`config.mk`:
```
export PLATFORM = sky130hd
export DESIGN_NAME = moore_seq_gen
export DESIGN_NICKNAME = d
export VERILOG_FILES = /design/src/rtl/moore_seq_gen.sv
export SDC_FILE = /design/constraint.sdc
export NUM_CORES = 1
export LEC_CHECK = 0
export CAP_MARGIN = 40
export CORE_UTILIZATION = 57
export CTS_CLUSTER_DIAMETER = 60
export DETAILED_ROUTE_END_ITERATION = 10
export PLACE_DENSITY = 0.83
export SYNTH_ARGS = -nofsm -noshare
export SYNTH_HDL_FRONTEND = slang
export SYNTH_SLANG_ARGS = --single-unit
```
`constraint.sdc`:
```
create_clock -name clk -period 4.6 [get_ports clk]
set_input_delay 0.69 -clock clk [delete_from_list [all_inputs] [get_ports clk]]
set_output_delay 0.69 -clock clk [all_outputs]
set_load 0.02 [all_outputs]
```
`src/rtl/moore_seq_gen.sv`:
```
// Moore serial pattern transmitter: sends a PAT_W-bit pattern MSB first, reps times, with idle gaps.
// Outputs decode registered state only; start is sampled in IDLE and ignored otherwise.
module moore_seq_gen #(
  parameter int PAT_W = 3,
  parameter int REP_W = 4,
  parameter int GAP_W = 4
) (
  input  logic             clk,
  input  logic             reset,
  input  logic             start,
  input  logic [PAT_W-1:0] pattern,
  input  logic [REP_W-1:0] reps,
  input  logic [GAP_W-1:0] gap,
  output logic             y,
  output logic             y_valid,
  output logic             busy,
  output logic             done
);

  localparam int IDX_W = $clog2(PAT_W);
  localparam logic [IDX_W-1:0] IDX_MAX = IDX_W'(PAT_W - 1);

  localparam logic [1:0] S_IDLE  = 2'd0;
  localparam logic [1:0] S_SHIFT = 2'd1;
  localparam logic [1:0] S_GAP   = 2'd2;
  localparam logic [1:0] S_DONE  = 2'd3;

  logic [1:0]       state_q, state_d;
  logic [PAT_W-1:0] pat_q, pat_d;
  logic [IDX_W-1:0] idx_q, idx_d;
  logic [REP_W-1:0] rep_q, rep_d;
  logic [GAP_W-1:0] gap_q, gap_d;
  logic [GAP_W-1:0] gcnt_q, gcnt_d;

  always_comb begin
    state_d = state_q;
    pat_d   = pat_q;
    idx_d   = idx_q;
    rep_d   = rep_q;
    gap_d   = gap_q;
    gcnt_d  = gcnt_q;
    case (state_q)
      S_IDLE: begin
        if (start && (reps != '0)) begin
          pat_d   = pattern;
          rep_d   = reps;
          gap_d   = gap;
          idx_d   = IDX_MAX;
          state_d = S_SHIFT;
        end
      end
      S_SHIFT: begin
        if (idx_q != '0) begin
          idx_d = idx_q - IDX_W'(1);
        end else if (rep_q == REP_W'(1)) begin
          state_d = S_DONE;
        end else begin
          // Another frame follows; a zero gap keeps frames back-to-back.
          rep_d = rep_q - REP_W'(1);
          idx_d = IDX_MAX;
          if (gap_q != '0) begin
            gcnt_d  = gap_q;
            state_d = S_GAP;
          end
        end
      end
      S_GAP: begin
        gcnt_d = gcnt_q - GAP_W'(1);
        if (gcnt_q == GAP_W'(1)) state_d = S_SHIFT;
      end
      S_DONE:  state_d = S_IDLE;
      default: state_d = S_IDLE;
    endcase
  end

  always_ff @(posedge clk) begin
    if (reset) begin
      state_q <= S_IDLE;
      pat_q   <= '0;
      idx_q   <= '0;
      rep_q   <= '0;
      gap_q   <= '0;
      gcnt_q  <= '0;
    end else begin
      state_q <= state_d;
      pat_q   <= pat_d;
      idx_q   <= idx_d;
      rep_q   <= rep_d;
      gap_q   <= gap_d;
      gcnt_q  <= gcnt_d;
    end
  end

  assign y       = (state_q == S_SHIFT) & pat_q[idx_q];
  assign y_valid = (state_q == S_SHIFT);
  assign busy    = (state_q == S_SHIFT) | (state_q == S_GAP);
  assign done    = (state_q == S_DONE);

endmodule

```
==> impl_metrics.tcl, run 1 <==
set metrics [dict create \
    drv_slew 0 \
    ys_types 45 \
    vias 1167 \
    synth_top_area_share_pct 30.2 \
    post-route-period-util_pct 63.4 \
    clkLatencyLatePin_ns 0.31 \
    setup_viol 0 \
    ys_warn_count 0 \
    yosysMostFrequentCell "dfxtp_1" \
    fin_util_pct 72.4 \
    worst_ep_required_time_ns 3.91 \
    antenna_cells 0 \
    clock-sinks 19 \
    synth_flop_cell "dfxtp_1" \
    grt_pass1_vias 1050 \
    holdPathStages 2 \
    wirelength_mm 2.83 \
    root_buffer "clkbuf_4" \
    synth.avg_cell_area_um2 8.24 \
    row_count 16 \
    whs_ns 0.471 \
    crit_family "buffers and inverters" \
    layout_min_cycle_time_ns 2.92 \
    r2r-end "rep_q[3]$_SDFFE_PP0P_" \
    core_um2 2020 \
    ys_seq_elements 19 \
    synth_commonest_cells "dfxtp_1 (19), a21oi_1 (18), nand2_1 (15)" \
    critPathKind "flop to output pin" \
    reg2reg_depth 6 \
    start_kind "flop" \
    whs_endpoint "pat_q[2]$_SDFFE_PP0P_" \
    port-buffer-count 17 \
    power.density_nw_per_um2 547 \
    synth_nets 178 \
    clk_pin_slew_ns 0.12 \
    dpl.hpwl_mm 2.11 \
    first_pass_iters 4 \
    antenna_left 0 \
    slew_headroom_pct 53.1 \
    finalHoldViolations 0 \
    async_flop_share_pct 0 \
    r2r_slack_ns 2.44 \
    skew_ns 0.00303 \
    grt_max_degree 19 \
    antenna_found_initial 0 \
    track_usage_pct 24.9 \
    drv_cap 0 \
    fmax_mhz 343 \
    syn_to_final_growth_pct 16.1 \
    drive_gt1_share_pct 8.88 \
    drt_iter0_drc 44 \
    path_max_fanout 13 \
    status "completed" \
    yosysSeqAreaShare_pct 30.2 \
    postCtsSetupRepairBufs 0 \
    worst-path-buf-inv 3 \
    r2r_start "state_q[1]$_SDFFE_PP0P_" \
    initial_core_util_pct 62.4 \
    ir_drop_v 0.000369 \
    worstHoldStart "pat_q[2]$_SDFFE_PP0P_" \
    yosys-top-cells-area "dfxtp_1 (30%), ha_1 (11%), a21oi_1 (7.1%)" \
    cts-htree-levels 1 \
    cp-end-kind "output pin" \
    critical_path.max_stage_delay_ns 0.61 \
    path_cells "inv_1, ha_1, inv_2, nor2_1, clkdlybuf4s50_1" \
    mappedNetlistArea_um2 1260 \
    rsz0062_at_grt "no" \
    routabilityCongestion 0.811 \
    fp.dieW_um 49.0 \
    postCtsResizedCells 0 \
    ios 18 \
    wire_per_inst_um 14.4 \
    leakage_nw 0.554 \
    die_y_um 49.0 \
    hp-class "flop to flop" \
    clk_path_buf_depth 2 \
    synth_top_area_cell "dfxtp_1" \
    cts_made_buffers 3 \
    cp_slowest_cell "clkdlybuf4s50_1" \
    nets 195 \
    holdBufCountCts 0 \
    grt_overflow_total 0 \
    grt_pass1_wl_mm 4.55 \
    synthCells 153 \
    fin_setup_tns_ns 0 \
    drc 0 \
    synth_edf_count 0 \
    worstMarginPinSlew_ns 0.701 \
    die_area_um2 2400 \
    arrival_ns 2.23 \
    tritoncts "yes" \
    vias_per_cell 5.95 \
]
cells by family after synthesis:
family / after synthesis / synth area share [%]
and+or+nand+nor: 53 / 22.1
adders and majority gates: 11 / 10.9
buffers and inverters: 20 / 6.75
muxes: 5 / 4.96
AOI/OAI and AO/OA: 45 / 25.1
DFF: 19 / 30.2
cells in the final DEF, fill, tap and decap left out, types with 2 or more instances in the layout:
cell type        instances
or4_1                    2
nand3_1                  8
a21oi_1                 18
o31ai_1                  7
clkbuf_4                 3
o21ai_0                  5
dfxtp_1                 19
mux2i_1                  4
nor2_1                  12
or3_1                    2
ha_1                    11
nand2_1                 15
inv_1                   14
clkdlybuf4s50_1         17
o311ai_1                 2
area by class of cell:
type	count	area [µm²]
Timing Repair Buffer	17	170
Sequential cell	19	380
Tap cell	27	33.8
Inverter	15	56.3
Fill cell	166	558
Clock buffer	3	22.5
Clock inverter	1	5.00
Multi-Input combinational cell	114	796
layer usage:
metal / vias to the layer above / track usage [%] / wire length [µm]
met5: - / 0 / 0
met4: 0 / 13.7 / 81
met3: 9 / 4.05 / 166
met2: 49 / 40.5 / 1340
met1: 526 / 31.1 / 1240
li1: 583 / - / -
flip-flops by register name (all words and copies together) (netlist names):
name and count:
gap_q 4, gcnt_q 4, idx_q 2, pat_q 3, rep_q 4, state_q 2
power breakdown:
part	internal [W]	total (W)	switching, W
Clock	0.0000326	0.0000916	0.0000590
Combinational	0.000197	0.000457	0.000260
Sequential	0.000206	0.000252	0.0000459
Total	0.000435	0.000800	0.000365
worst max path at each step:
stage | start | endpoint | slack [ns] | depth (start not counted)
3_3_place_gp | state_q[1]$_SDFFE_PP0P_ | y | 2.09 | 5
5_1_grt | state_q[1]$_SDFFE_PP0P_ | y | 1.56 | 5
4_1_cts | state_q[1]$_SDFFE_PP0P_ | y | 1.69 | 5
6_report | state_q[1]$_SDFFE_PP0P_ | y | 1.68 | 5
3_5_place_dp | state_q[1]$_SDFFE_PP0P_ | y | 2.06 | 5
2_1_floorplan | state_q[1]$_SDFFE_PP0P_ | y | 2.74 | 4
metrics by stage:
stage / area, µm² / power [W] / worst slack, ns / cells
final: 1460 / 0.000800 / 1.68 / 196
after global routing: 1460 / 0.000859 / 1.56 / 196
after CTS: 1460 / 0.000797 / 1.69 / 196
after detailed placement: 1440 / 0.000705 / 2.06 / 192
after global placement: 1440 / 0.000689 / 2.09 / 192
after floorplan: 1260 / 0.000604 / 2.74 / 153
worst reg2reg max path, stage by stage, from the launching register on:
cell       delay, ns
dfxtp_1         0.36
inv_1           0.10
ha_1            0.48
nand2_1         0.26
o21ai_0         0.44
a21oi_1         0.15
a2111oi_2       0.27
Power figures use the tool's default switching activity.
==> inputs of run 2 (changes only) <==
Settings changed: CORE_ASPECT_RATIO set to 2, CORE_UTILIZATION 57 to 48, PLACE_DENSITY 0.83 to 0.74.
Clock period 4.6 ns to 2.5 ns, I/O delays scaled along.
==> run 2 against run 1 <==
  * Worst hold slack worse by 0.0078 ns
  * Die area grew 18%
  * Final cell count increased by 1.5%
  * Count of clock-buffer cells in the layout unchanged
  * Combinational power rose by 91%
  * Critical endpoint unchanged
  * Largest power group unchanged
==> impl_metrics.tcl, run 2 (same netlist as run 1, synthesis figures left out) <==
set metrics [dict create \
    status "completed" \
    syn_to_final_growth_pct 19.0 \
    cts_made_buffers 3 \
    wire_per_inst_um 15.0 \
    vias 1172 \
    holdBufCountCts 0 \
    core_um2 2500 \
    comb_power_share_pct 55.9 \
    drc 0 \
    power_frac_seq_pct 29.9 \
    clkLatencyLatePin_ns 0.26 \
    tritoncts "yes" \
    clk_pin_slew_ns 0.07 \
    slew_headroom_pct 60.7 \
    cp-end-kind "output pin" \
    antenna_cells 0 \
    worst-path-buf-inv 3 \
    power.density_nw_per_um2 1040 \
    r2r_slack_ns 0.53 \
    cp_slowest_cell "clkdlybuf4s50_1" \
    final_common_cell "dfxtp_1" \
    fmax_mhz 444 \
    design_area_um2 1500 \
    p_total_w 0.00156 \
    holdPathStages 2 \
    grt_pass1_wl_mm 5.00 \
    arrival_ns 1.88 \
    top_regs "gap_q: 4 flops, gcnt_q: 4 flops, rep_q: 4 flops" \
    antenna_found_initial 0 \
    worstHoldStart "pat_q[0]$_SDFFE_PP0P_" \
    hp-class "flop to flop" \
    reg2reg_depth 6 \
    crit_family "buffers and inverters" \
    fp.dieW_um 38.2 \
    die_area_um2 2850 \
    port-buffer-count 17 \
    skew_ns 0.00159 \
    r2r-end "rep_q[3]$_SDFFE_PP0P_" \
    setup_viol 0 \
    grt_overflow_total 0 \
    critical_path.max_stage_delay_ns 0.61 \
    die_y_um 74.5 \
    fin_setup_tns_ns 0 \
    post-route-period-util_pct 90.1 \
    drv_cap 0 \
    path_cells "inv_1, ha_2, inv_2, nor2_1, clkdlybuf4s50_1" \
    row_count 26 \
    clk_path_buf_depth 2 \
    final_cell_mix "dfxtp_1 (19), a21oi_1 (18), clkdlybuf4s50_1 (17)" \
    routabilityCongestion 0.741 \
    worst_ep_required_time_ns 2.12 \
    whs_endpoint "pat_q[0]$_SDFFE_PP0P_" \
    path_max_fanout 13 \
    nets 197 \
    ios 18 \
    dpl_cell_area_um2 1450 \
    rsz0062_at_grt "no" \
    dpl.hpwl_mm 2.31 \
    p_switching_w 0.000693 \
    track_usage_pct 24.6 \
    wirelength_mm 2.98 \
    grt_max_degree 15 \
    first_pass_iters 4 \
    p_clk_share_pct 14.2 \
    vias_per_cell 5.89 \
    layout_min_cycle_time_ns 2.25 \
    drv_slew 0 \
    p_int_w 0.000866 \
    p_sw_share_pct 44.5 \
    grt_pass1_vias 1212 \
    dp_slack_ns 0.381 \
    worstMarginPinSlew_ns 0.590 \
    initial_core_util_pct 50.3 \
    start_kind "flop" \
    r2r_start "state_q[1]$_SDFFE_PP0P_" \
    finalHoldViolations 0 \
    critPathKind "flop to output pin" \
    drive_gt1_share_pct 10.5 \
    leakage_nw 0.570 \
    antenna_left 0 \
    root_buffer "clkbuf_8" \
    fin_cells 199 \
    cts-htree-levels 1 \
    drt_iter0_drc 42 \
    dp_cells 195 \
    ir_drop_v 0.000569 \
    fin_ws_ns 0.249 \
    clock-sinks 19 \
]
## run 2: worst max path at each step
stage                            start                    end  cells after the start
2_1_floorplan  state_q[1]$_SDFFE_PP0P_  rep_q[3]$_SDFFE_PP0P_                      7
3_5_place_dp   state_q[1]$_SDFFE_PP0P_  rep_q[3]$_SDFFE_PP0P_                      6
4_1_cts        state_q[1]$_SDFFE_PP0P_                      y                      5
5_1_grt        state_q[0]$_SDFFE_PP0P_                      y                      4
6_report       state_q[1]$_SDFFE_PP0P_                      y                      5
3_3_place_gp                   reps[0]  idx_q[0]$_SDFFE_PP0P_                      5
## run 2: cell type report
cell class / instances / area [µm²]
fillers: 228 / 1000
multi-input cells: 114 / 798
flip-flops and latches: 19 / 380
repair buffers: 19 / 185
inverters: 15 / 56.3
clock buffers: 3 / 41.3
well taps: 28 / 35.0
clock inverters: 1 / 5.00
## run 2: through the flow
stage | hold WS, ns | utilization (%)
2_1_floorplan | 0.436 | -
3_3_place_gp | 0.445 | 58.0
3_5_place_dp | 0.455 | 58.0
4_1_cts | 0.465 | 59.8
5_1_grt | 0.491 | 59.9
6_report | 0.464 | 59.9
## run 2: power groups by stage
stage | sequential [W] | clock [W] | combinational (W)
after CTS | 0.000465 | 0.000224 | 0.000869
after global placement | 0.000466 | 0 | 0.000836
after detailed placement | 0.000472 | 0 | 0.000864
final | 0.000466 | 0.000222 | 0.000872
after floorplan | 0.000444 | 0 | 0.000667
after global routing | 0.000481 | 0.000236 | 0.000971
## run 2: per-layer routing
| metal | GRT usage, % | wire length [µm] | share of wire, % | up-vias |
|---|---|---|---|---|
| li1 | - | - | - | 585 |
| met1 | 23.3 | 1110 | 37 | 549 |
| met2 | 46.5 | 1700 | 57 | 27 |
| met3 | 2.39 | 58 | 1.9 | 11 |
| met4 | 15.1 | 105 | 3.5 | 0 |
| met5 | 0 | 0 | 0 | - |
## run 2: repair_timing
| item | in CTS | in global routing |
|---|---|---|
| gates resized for setup | 0 | 1 |
| setup buffers | 0 | 0 |
| endpoints found under the setup margin | 0 | 1 |
## run 2: tightest hold or removal path, stage by stage (launching register included)
cell and delay, ns:
dfxtp_1 0.32, nand2_1 0.05, a21oi_1 0.05
